### src/rtl/cond_logic_mc_if.sv
// Bus between the multicycle controller/ALU and the condition-check stage.
// The controller side (master) drives the raw strobes, Cond and ALU flags.
// The condition stage (slave) returns the committed strobes and the flag state.
interface cond_logic_mc_if;
  logic [3:0] Cond;
  logic [3:0] ALUFlags;
  logic [1:0] FlagW;
  logic       CondLatch;
  logic       PCS;
  logic       NextPC;
  logic       RegW;
  logic       MemW;
  logic       NoWrite;
  logic       PCWrite;
  logic       RegWrite;
  logic       MemWrite;
  logic [3:0] Flags;
  logic       CondEx;

  modport master (
    output Cond, ALUFlags, FlagW, CondLatch, PCS, NextPC, RegW, MemW, NoWrite,
    input  PCWrite, RegWrite, MemWrite, Flags, CondEx
  );

  modport slave (
    input  Cond, ALUFlags, FlagW, CondLatch, PCS, NextPC, RegW, MemW, NoWrite,
    output PCWrite, RegWrite, MemWrite, Flags, CondEx
  );
endinterface

### src/rtl/cond_logic_mc.sv
// Condition-check stage for the multicycle ARM datapath.
// Holds NZCV, decides the condition once per instruction (latched in DECODE)
// and gates the controller's raw write strobes with that held decision.
module cond_logic_mc #(
  parameter logic [3:0] FLAG_RESET  = 4'b0000,
  parameter bit         NV_EXECUTES = 1'b0
) (
  input logic           clk,
  input logic           reset,
  cond_logic_mc_if.slave bus
);

  logic [3:0] flags_reg;
  logic [3:0] flags_next;
  logic       cond_ex_reg;
  logic       cond_ok;

  logic n_flag, z_flag, c_flag, v_flag;
  assign {n_flag, z_flag, c_flag, v_flag} = flags_reg;

  // Evaluate the condition from the registered flags only (never ALUFlags).
  always_comb begin
    cond_ok = 1'b0;
    case (bus.Cond)
      4'b0000: cond_ok = z_flag;
      4'b0001: cond_ok = ~z_flag;
      4'b0010: cond_ok = c_flag;
      4'b0011: cond_ok = ~c_flag;
      4'b0100: cond_ok = n_flag;
      4'b0101: cond_ok = ~n_flag;
      4'b0110: cond_ok = v_flag;
      4'b0111: cond_ok = ~v_flag;
      4'b1000: cond_ok = c_flag & ~z_flag;
      4'b1001: cond_ok = ~c_flag | z_flag;
      4'b1010: cond_ok = (n_flag == v_flag);
      4'b1011: cond_ok = (n_flag != v_flag);
      4'b1100: cond_ok = ~z_flag & (n_flag == v_flag);
      4'b1101: cond_ok = z_flag | (n_flag != v_flag);
      4'b1110: cond_ok = 1'b1;
      4'b1111: cond_ok = NV_EXECUTES;
      default: cond_ok = 1'b0;
    endcase
  end

  // Flag pairs are written independently: pair 0 is {C,V} under FlagW[0],
  // pair 1 is {N,Z} under FlagW[1]. The write uses the held (old) decision,
  // so a same-cycle CondLatch cannot affect it.
  genvar gi;
  generate
    for (gi = 0; gi < 2; gi++) begin : g_pair
      assign flags_next[2*gi +: 2] = (bus.FlagW[gi] & cond_ex_reg)
                                     ? bus.ALUFlags[2*gi +: 2]
                                     : flags_reg[2*gi +: 2];
    end
  endgenerate

  // Architectural flag register.
  always_ff @(posedge clk) begin
    if (reset) flags_reg <= FLAG_RESET;
    else       flags_reg <= flags_next;
  end

  // Held condition decision: loads only when the controller pulses CondLatch.
  always_ff @(posedge clk) begin
    if (reset)              cond_ex_reg <= 1'b0;
    else if (bus.CondLatch) cond_ex_reg <= cond_ok;
  end

  // Committed strobes; all forced low during reset so nothing partially commits.
  always_comb begin
    bus.PCWrite  = 1'b0;
    bus.RegWrite = 1'b0;
    bus.MemWrite = 1'b0;
    if (!reset) begin
      bus.PCWrite  = (bus.PCS & cond_ex_reg) | bus.NextPC;
      bus.RegWrite = bus.RegW & cond_ex_reg & ~bus.NoWrite;
      bus.MemWrite = bus.MemW & cond_ex_reg;
    end
  end

  assign bus.Flags  = flags_reg;
  assign bus.CondEx = cond_ex_reg;

endmodule

### src/flat_wrapper.sv
// flat-port wrapper written by rule: the top's interface ports become plain ports
module cond_logic_mc_flat 
#(
  parameter logic [3:0] FLAG_RESET  = 4'b0000,
  parameter bit         NV_EXECUTES = 1'b0
)
  (clk, reset, bus_Cond, bus_ALUFlags, bus_FlagW, bus_CondLatch, bus_PCS, bus_NextPC, bus_RegW, bus_MemW, bus_NoWrite, bus_PCWrite, bus_RegWrite, bus_MemWrite, bus_Flags, bus_CondEx);
  cond_logic_mc_if bus_i ();
  input logic clk;
  input logic reset;
  input wire logic [$bits(bus_i.Cond)-1:0] bus_Cond;
  input wire logic [$bits(bus_i.ALUFlags)-1:0] bus_ALUFlags;
  input wire logic [$bits(bus_i.FlagW)-1:0] bus_FlagW;
  input wire logic [$bits(bus_i.CondLatch)-1:0] bus_CondLatch;
  input wire logic [$bits(bus_i.PCS)-1:0] bus_PCS;
  input wire logic [$bits(bus_i.NextPC)-1:0] bus_NextPC;
  input wire logic [$bits(bus_i.RegW)-1:0] bus_RegW;
  input wire logic [$bits(bus_i.MemW)-1:0] bus_MemW;
  input wire logic [$bits(bus_i.NoWrite)-1:0] bus_NoWrite;
  output wire logic [$bits(bus_i.PCWrite)-1:0] bus_PCWrite;
  output wire logic [$bits(bus_i.RegWrite)-1:0] bus_RegWrite;
  output wire logic [$bits(bus_i.MemWrite)-1:0] bus_MemWrite;
  output wire logic [$bits(bus_i.Flags)-1:0] bus_Flags;
  output wire logic [$bits(bus_i.CondEx)-1:0] bus_CondEx;
  assign bus_i.Cond = bus_Cond;
  assign bus_i.ALUFlags = bus_ALUFlags;
  assign bus_i.FlagW = bus_FlagW;
  assign bus_i.CondLatch = bus_CondLatch;
  assign bus_i.PCS = bus_PCS;
  assign bus_i.NextPC = bus_NextPC;
  assign bus_i.RegW = bus_RegW;
  assign bus_i.MemW = bus_MemW;
  assign bus_i.NoWrite = bus_NoWrite;
  assign bus_PCWrite = bus_i.PCWrite;
  assign bus_RegWrite = bus_i.RegWrite;
  assign bus_MemWrite = bus_i.MemWrite;
  assign bus_Flags = bus_i.Flags;
  assign bus_CondEx = bus_i.CondEx;
  cond_logic_mc #(.FLAG_RESET(FLAG_RESET), .NV_EXECUTES(NV_EXECUTES)) u_core (.clk(clk), .reset(reset), .bus(bus_i));
endmodule
### config.mk
export PLATFORM = sky130hd
export DESIGN_NAME = cond_logic_mc_flat
export DESIGN_NICKNAME = d
export VERILOG_FILES = /design/src/rtl/cond_logic_mc_if.sv /design/src/rtl/cond_logic_mc.sv /design/src/flat_wrapper.sv
export SDC_FILE = /design/constraint.sdc
export NUM_CORES = 1
export LEC_CHECK = 0
export BUFFER_PORTS_ARGS = -buffer_cell sky130_fd_sc_hd__buf_2
export CORE_AREA = 2 2 39 41
export CTS_CLUSTER_DIAMETER = 80
export DETAILED_ROUTE_END_ITERATION = 12
export DIE_AREA = 0 0 41 43
export SYNTH_ARGS = -nofsm -noshare
export SYNTH_HDL_FRONTEND = slang
export SYNTH_SLANG_ARGS = --single-unit
### constraint.sdc
create_clock -name clk -period 1.5 [get_ports clk]
set_input_delay 0.3 -clock clk [delete_from_list [all_inputs] [get_ports clk]]
set_output_delay 0.3 -clock clk [all_outputs]
set_load 0.02 [all_outputs]
==> reports/qor.yml, run 1 <==
run_status:
  run_status: "finished, final reports clean"
yosys:
  synth_seq_cells: 5
  synth-async-reset-ratio: 0
  synth_largest_area_cell: "dfxtp_1"
  ys_types: 22
  yosysMostFrequentCell: "nand2_1"
  avgSynthCellArea_um2: 7.66
  synth_top_area_frac: 0.272
  syn_area_um2: 368
  syn_inst: 48
  synthMuxAreaShare: 0.0272
  syn_nets: 66
  synthSimpleGateAreaFrac: 0.361
  synth-edff-count: 0
  synth_xor_area_frac: 0.0714
  yosys_most_used_dff: "dfxtp_1"
  synth.area.top_cells: "dfxtp_1 (27%), nand2b_1 (8.5%), nand2_1 (8.2%)"
  synth_top_family_by_area: "simple AND/OR/NAND/NOR gates"
  synth_common_cells: "nand2_1 (8), a21oi_1 (5), dfxtp_1 (5), nand2b_1 (5), nand3_1 (4)"
  ys_warn_count: 0
  synth.yosys.seq_area_share: 0.272
  synthAdderAreaFrac: 0
  synth-compound-area-share: 0.248
detailed_routing:
  final_antenna_net_count: 0
  met2_length_um: 419
  drc: 0
  vias_per_cell: 4.73
  avgRoutedWirePerCell_um: 9.88
  drt_iter0_markers: 7
  m1WireLength_um: 394
  routed_wl_um: 909
  vias: 435
  top_layer_used: "met3"
  dr_wl_met3_um: 95
  first_pass_iters: 3
timing:
  worst_pin_slew_ns: 0.279
  layout_min_cycle_time_ns: 1.34
  hold_viol: 0
  fin_setup_tns_ns: 0
  relSlewSlack: 0.812
  drv_slew: 0
  rsz0062_at_grt: "false"
  max_freq_ghz: 0.745
  finalSetupViolCount: 0
  period_share: 0.895
  timing.hold.ws_ns: 0.326
  skew_ns: 0.00205
clocking:
  clk_latency_ns: 0.24
  clkSinkCount: 5
  cts_buffers: 3
  clock_path_buffers: 2
  htree_levels: 1
  cts_resized: 0
  cts_tree: "yes"
  clockRootBuffer: "clkbuf_4"
  clk_pin_slew_worst_paths_ns: 0.04
  cts_hold_buf: 0
  postCtsSetupBuffers: 0
power_and_ir_drop:
  powerDensity_nw_per_um2: 745
  p_total_w: 0.000413
  max-vdd-ir-drop_mv: 0.314
  p_leak_nw: 0.258
worst_setup_path:
  start_kind: "register"
  critPathKind: "reg2reg"
  end_kind: "register"
  crit_fanout: 4
  worstPathRequired_ns: 1.62
  cp.arrival_ns: 1.46
floorplanning:
  fp-row-count: 14
  die_width_um: 41
  io_pins: 26
  start_util: 0.266
  die_height_um: 43
  die-area_um2: 1760
  core-area_um2: 1380
layout:
  area_growth_pct: 50.7
  diodes: 0
  drive_gt1_frac: 0.421
  layout.nets: 95
  fillers: 145
global_route:
  grt_pass1_wl_mm: 1.37
  grt_start_max_net_pins: 10
  grt_usage: 0.113
  antenna_found_initial: 0
  grt_pass1_vias: 376
  grt-ovfl-total: 0
placement:
  port_buffers: 25
  detailed_place_hpwl_um: 761
  globalplace.congestion: 0.650
min_path:
  min_path_type: "in2reg"
flow_run:
  cap_violations: 0
-- routing by layer --
layer / up-vias / GRT usage
met5: - / 0
met2: 21 / 0.181
met4: 0 / 0.0600
met3: 0 / 0.0157
li1: 230 / -
met1: 184 / 0.135
-- worst max-delay path: stages, from the launching register on --
cell and delay, ns:
dfxtp_1 0.35, xor2_1 0.17, a221o_1 0.36, a211oi_2 0.22
o32ai_2 0.12
-- power by group --
group	switching, W	internal, W
clock	0.0000530	0.000100
sequential	0.00000725	0.000140
combinational	0.0000572	0.0000552
-- per-stage QoR --
step | area [um2] | util | worst slack, ns | instances
2_1_floorplan | 383 | - | 0.110 | 48
3_3_place_gp | 528 | 0.382 | 0.119 | 88
3_5_place_dp | 528 | 0.382 | 0.0885 | 88
4_1_cts | 554 | 0.401 | 0.149 | 92
5_1_grt | 554 | 0.401 | 0.0977 | 92
6_report | 554 | 0.401 | 0.158 | 92
-- registers in the layout (all words and copies together), names as in the netlist --
register / cells
u_core.bus.CondEx: 1
u_core.bus.Flags: 4
-- logic make-up (layout without fill, tap and decap cells) --
kind of cell,Yosys count,in the layout
mux,1,1
buf+inv,2,30
compound gates,12,12
simple gates,25,25
flops,5,5
xor+xnor,3,3
-- cell usage in the layout (no fill, tap or decap), drive strengths merged, types with 2 or more instances in the layout --
master,Yosys,routed
clkbuf,2,4
o22ai,2,2
nand2,8,8
nand3,4,4
nor2,2,2
a21oi,5,5
xnor2,2,2
dfxtp,5,5
buf,0,26
nand2b,5,5
-- cell type report --
cell class | count | area, um2 | share of cell area
Multi-Input combinational cell | 41 | 275 | 0.497
Clock buffer | 4 | 26.3 | 0.0474
Timing Repair Buffer | 26 | 133 | 0.239
Sequential cell | 5 | 100 | 0.181
Tap cell | 16 | 20.0 | 0.0361
-- worst paths after layout --
path	from	end	slack, ns	cells past startpoint
setup / recovery	u_core.bus.Flags[0]$_SDFFE_PP0P_	u_core.bus.CondEx$_SDFFE_PP0P_	0.16	4
hold / removal	bus_ALUFlags[0]	u_core.bus.Flags[0]$_SDFFE_PP0P_	0.33	3
setup reg to reg	u_core.bus.Flags[0]$_SDFFE_PP0P_	u_core.bus.CondEx$_SDFFE_PP0P_	0.16	4
hold reg to reg	u_core.bus.Flags[1]$_SDFFE_PP0P_	u_core.bus.Flags[1]$_SDFFE_PP0P_	0.49	2
(Power assumes the default switching activity.)
==> run 2, diff against run 1 <==
--- a/config.mk
+++ b/config.mk
@@ -10,6 +10,7 @@
 export CTS_CLUSTER_DIAMETER = 80
 export DETAILED_ROUTE_END_ITERATION = 12
 export DIE_AREA = 0 0 41 43
+export PLACE_DENSITY = 0.65
 export SYNTH_ARGS = -nofsm -noshare
 export SYNTH_HDL_FRONTEND = slang
 export SYNTH_SLANG_ARGS = --single-unit
==> run 2 against run 1 <==
Net effect:
- die area did not move
- register-to-register slack barely moved
- clock skew about the same
- critical path type unchanged
- largest cell class unchanged
- highest routed layer is now met4
==> reports/qor.yml, run 2 (same netlist as run 1, synthesis figures left out) <==
worst_setup_path:
  reg2reg_depth: 4
  start_kind: "register"
  cp.arrival_ns: 1.45
  r2r_start: "u_core.bus.Flags[0]$_SDFFE_PP0P_"
  crit_fanout: 4
  r2r_slack_ns: 0.16
  end_kind: "register"
  critPathKind: "reg2reg"
  worstPathRequired_ns: 1.62
  worstReg2RegEnd: "u_core.bus.CondEx$_SDFFE_PP0P_"
  crit_start: "u_core.bus.Flags[0]$_SDFFE_PP0P_"
timing:
  period_share: 0.891
  hold_viol: 0
  drv_slew: 0
  worst_pin_slew_ns: 0.231
  skew_ns: 0.00199
  fin_setup_tns_ns: 0
  finalSetupViolCount: 0
  relSlewSlack: 0.844
  rsz0062_at_grt: "false"
  layout_min_cycle_time_ns: 1.34
  max_freq_ghz: 0.748
power_and_ir_drop:
  powerDensity_nw_per_um2: 739
  clkPwrFrac: 0.366
  p_switching_w: 0.000115
  seqPwrFrac: 0.360
  swShare: 0.280
  max-vdd-ir-drop_mv: 0.427
  comb_power_share: 0.274
  p_int_w: 0.000295
  p_leak_nw: 0.258
global_route:
  grt_usage: 0.126
  grt_pass1_wl_mm: 1.51
  grt_pass1_vias: 389
  grt-ovfl-total: 0
  antenna_found_initial: 0
  grt_start_max_net_pins: 10
detailed_routing:
  avgRoutedWirePerCell_um: 10.1
  routed_wl_um: 926
  drc: 0
  final_antenna_net_count: 0
  vias: 450
  drt_iter0_markers: 6
  first_pass_iters: 3
  vias_per_cell: 4.89
floorplanning:
  die_width_um: 41
  die-area_um2: 1760
  fp-row-count: 14
  core-area_um2: 1380
  die_height_um: 43
  start_util: 0.266
  io_pins: 26
min_path:
  hold_path_end: "u_core.bus.Flags[0]$_SDFFE_PP0P_"
  holdPathStages: 3
  min_path_type: "in2reg"
  holdCritStartpoint: "bus_ALUFlags[0]"
clocking:
  cts_hold_buf: 0
  cts_tree: "yes"
  postCtsSetupBuffers: 0
  clkSinkCount: 5
  clockRootBuffer: "clkbuf_4"
  clk_latency_ns: 0.23
  cts_buffers: 3
  clock_path_buffers: 2
  htree_levels: 1
  clk_pin_slew_worst_paths_ns: 0.04
  cts_resized: 0
layout:
  fillers: 141
  layout.nets: 95
  area_growth_pct: 50.7
  multi_input_area_um2: 275
  largest_reg_flops: 4
  final_cell_mix: "buf_2 (25), nand2_1 (8), a21oi_1 (5), nand2b_1 (5), dfxtp_1 (5)"
  diodes: 0
  drive_gt1_frac: 0.421
  ff_latch_area_um2: 100
  post-route-util: 0.401
  finish.instance_area_um2: 554
  layout_commonest_cell: "buf_2"
flow_run:
  cap_violations: 0
placement:
  port_buffers: 25
  placed_area_um2: 528
  detailed_place_hpwl_um: 794
  globalplace.congestion: 0.665
run_status:
  run_status: "finished, final reports clean"
==> run 2: cell counts in the layout (fill, tap and decap cells not counted) <==
No cell type changed its count.
==> run 2: power by group through the flow <==
stage	logic, W	clock network [W]	registers [W]
3_3_place_gp	0.000111	0	0.000150
6_report	0.000112	0.000150	0.000148
4_1_cts	0.000113	0.000157	0.000147
2_1_floorplan	0.0000590	0	0.000154
3_5_place_dp	0.000113	0	0.000150
5_1_grt	0.000123	0.000164	0.000148
==> run 2: worst max-delay path, cell delays in order, from the launching register on <==
cell and delay [ns]:
dfxtp_1 0.35, xor2_1 0.17, a221o_1 0.36, a211oi_2 0.22, o32ai_2 0.11
==> run 2: stage by stage <==
step	cells	setup WS [ns]	hold WS, ns	total power (W)
after global placement	88	0.122	0.486	0.000260
after detailed placement	88	0.0907	0.495	0.000263
after floorplan	48	0.110	0.463	0.000214
final	92	0.163	0.330	0.000410
after global routing	92	0.0994	0.338	0.000436
after CTS	92	0.151	0.323	0.000417
==> run 2: routing by layer <==
layer	global-route usage	up-vias	wire length, um
met4	0.0600	0	6
met1	0.141	197	405
met2	0.194	21	416
met3	0.0524	2	98
li1	-	230	-
met5	0	-	0
==> run 2: cell type report <==
class	instances	share of cell area
sequential	5	0.181
timing repair buffer	26	0.239
clock buffer	4	0.0474
tap	16	0.0361
multi-input combinational	41	0.497
==> run 2: worst max-delay path by stage <==
stage,end,cells after the start
2_1_floorplan,bus_PCWrite,3
3_3_place_gp,u_core.bus.CondEx$_SDFFE_PP0P_,5
3_5_place_dp,u_core.bus.CondEx$_SDFFE_PP0P_,5
4_1_cts,u_core.bus.CondEx$_SDFFE_PP0P_,4
5_1_grt,u_core.bus.CondEx$_SDFFE_PP0P_,4
6_report,u_core.bus.CondEx$_SDFFE_PP0P_,4
==> run 3, diff against run 2 <==
--- a/config.mk
+++ b/config.mk
@@ -10,7 +10,7 @@
 export CTS_CLUSTER_DIAMETER = 80
 export DETAILED_ROUTE_END_ITERATION = 12
 export DIE_AREA = 0 0 41 43
-export PLACE_DENSITY = 0.65
+export PLACE_DENSITY = 0.67
 export SYNTH_ARGS = -nofsm -noshare
 export SYNTH_HDL_FRONTEND = slang
 export SYNTH_SLANG_ARGS = --single-unit
==> constraint.sdc (replaced) <==
create_clock -name clk -period 1.1 [get_ports clk]
set_input_delay 0.22 -clock clk [delete_from_list [all_inputs] [get_ports clk]]
set_output_delay 0.22 -clock clk [all_outputs]
set_load 0.02 [all_outputs]
==> run 3 against run 2 <==
Net effect:
- the flow now finishes with violations (negative setup slack)
- global-route usage grew 1.2 points
- via count grew 1.1%
- sequential share of layout area shrank 0.69 points
- sequential power grew 34%
- utilization grew 7.3 points
- worst setup slack lost 0.26 ns
- highest routed layer unchanged
==> reports/qor.yml, run 3 (same netlist as run 1, synthesis figures left out) <==
timing:
  skew_ns: 0.00304
  drv_slew: 0
  max_freq_ghz: 0.839
  layout_min_cycle_time_ns: 1.19
  timing.hold.ws_ns: 0.238
  worst_pin_slew_ns: 0.224
  relSlewSlack: 0.849
  timing.final.ws_setup_ns: -0.0922
  fin_setup_tns_ns: -0.274
  period_share: 1.08
  finalSetupViolCount: 4
  rsz0062_at_grt: "true"
  hold_viol: 0
placement:
  dp.cells: 95
  port_buffers: 25
  globalplace.congestion: 0.703
  detailed_place_hpwl_um: 791
  placed_area_um2: 602
clocking:
  cts_tree: "yes"
  clkSinkCount: 5
  clk_pin_slew_worst_paths_ns: 0.04
  clk_latency_ns: 0.23
  htree_levels: 1
  postCtsSetupBuffers: 0
  clockRootBuffer: "clkbuf_4"
  clock_path_buffers: 2
  cts_buffers: 3
worst_setup_path:
  r2r_start: "u_core.bus.Flags[0]$_SDFFE_PP0P_"
  crit_fanout: 8
  crit_start: "u_core.bus.CondEx$_SDFFE_PP0P_"
  worstPathRequired_ns: 0.88
  end_kind: "output port"
  worstReg2RegEnd: "u_core.bus.CondEx$_SDFFE_PP0P_"
  reg2reg_depth: 4
  start_kind: "register"
  cp.arrival_ns: 0.97
  critPathKind: "reg2out"
  r2r_slack_ns: -0.08
layout:
  multi_input_area_um2: 293
  finish.instance_area_um2: 656
  final_cell_mix: "buf_2 (21), buf_4 (10), nand2_1 (8)"
  layout_commonest_cell: "buf_2"
  ff_latch_area_um2: 114
  drive_gt1_frac: 0.578
  layout.nets: 102
  area_growth_pct: 78.2
  diodes: 0
  finalNonFillerCells: 99
  largest_reg_flops: 4
  fillers: 150
power_and_ir_drop:
  powerDensity_nw_per_um2: 892
  comb_power_share: 0.308
  p_int_w: 0.000421
  p_leak_nw: 0.300
  max-vdd-ir-drop_mv: 0.448
  p_switching_w: 0.000163
  swShare: 0.280
  p_total_w: 0.000585
  seqPwrFrac: 0.340
  clkPwrFrac: 0.352
detailed_routing:
  routed_wl_um: 956
  vias_per_cell: 4.60
  drc: 0
  vias: 455
  drt_iter0_markers: 4
  final_antenna_net_count: 0
  avgRoutedWirePerCell_um: 9.66
  first_pass_iters: 3
global_route:
  grt_pass1_vias: 416
  grt_pass1_wl_mm: 1.65
  grt-ovfl-total: 0
  grt_start_max_net_pins: 9
  grt_usage: 0.138
  antenna_found_initial: 0
run_status:
  run_status: "finished with violations"
  violations: "negative setup slack"
floorplanning:
  die_height_um: 43
  die_width_um: 41
  io_pins: 26
  core-area_um2: 1380
  fp-row-count: 14
  start_util: 0.266
  die-area_um2: 1760
flow_run:
  cap_violations: 0
min_path:
  min_path_type: "in2reg"
  holdPathStages: 3
  holdCritStartpoint: "bus_ALUFlags[0]"
  hold_path_end: "u_core.bus.Flags[0]$_SDFFE_PP0P_"
-- run 3: cell types whose count changed in the layout (fill, tap and decap cells not counted) --
cell | before | now
nand2b_1 | 5 | 4
buf_4 | 1 | 10
dfxtp_4 | 0 | 3
nor2_2 | 0 | 1
and3b_1 | 1 | 0
dfxtp_1 | 5 | 0
dfxtp_2 | 0 | 2
buf_6 | 0 | 2
buf_2 | 25 | 21
nor2_1 | 2 | 1
nand2b_4 | 0 | 1
o22ai_1 | 2 | 1
o22ai_2 | 0 | 1
and3b_2 | 0 | 1
-- run 3: per-layer routing --
metal,vias to the layer above,GRT usage,part of all wire
met5,-,0,0
li1,245,-,-
met2,19,0.206,0.49
met1,189,0.172,0.43
met3,2,0.0471,0.078
met4,0,0.0600,0.0063
-- run 3: repair_timing --
action	CTS	global route
hold buffers	0	0
setup endpoints to repair	5	6
pin swaps	1	0
gates resized for setup	6	3
cloned	0	0
-- run 3: stage by stage --
step,utilization,worst slack [ns]
2_1_floorplan,-,-0.0953
3_3_place_gp,0.435,-0.143
3_5_place_dp,0.435,-0.144
4_1_cts,0.467,-0.105
5_1_grt,0.474,-0.164
6_report,0.474,-0.0922
-- run 3: area by class of cell --
class	instances	area share
Clock buffer	4	0.0401
Multi-Input combinational cell	41	0.447
Sequential cell	5	0.174
Tap cell	16	0.0305
Timing Repair Buffer	33	0.309
-- run 3: critical path, cell delays in order (launching register included) --
cell and delay [ns]:
dfxtp_4 0.38, nor4bb_4 0.19, buf_4 0.17
-- run 3: power by group through the flow --
stage / Combinational (W) / Clock, W / Sequential, W
floorplan: 0.0000866 / 0 / 0.000208
global placement: 0.000169 / 0 / 0.000203
detailed placement: 0.000172 / 0 / 0.000203
CTS: 0.000179 / 0.000213 / 0.000200
global route: 0.000199 / 0.000227 / 0.000201
finish: 0.000180 / 0.000206 / 0.000199
-- run 3: how the worst max path moves through the flow --
stage / endpoint / slack, ns
after floorplan: u_core.bus.CondEx$_SDFFE_PP0P_ / -0.1
after global placement: u_core.bus.CondEx$_SDFFE_PP0P_ / -0.14
after detailed placement: u_core.bus.CondEx$_SDFFE_PP0P_ / -0.14
after CTS: bus_RegWrite / -0.11
after global routing: bus_RegWrite / -0.16
final: bus_RegWrite / -0.09
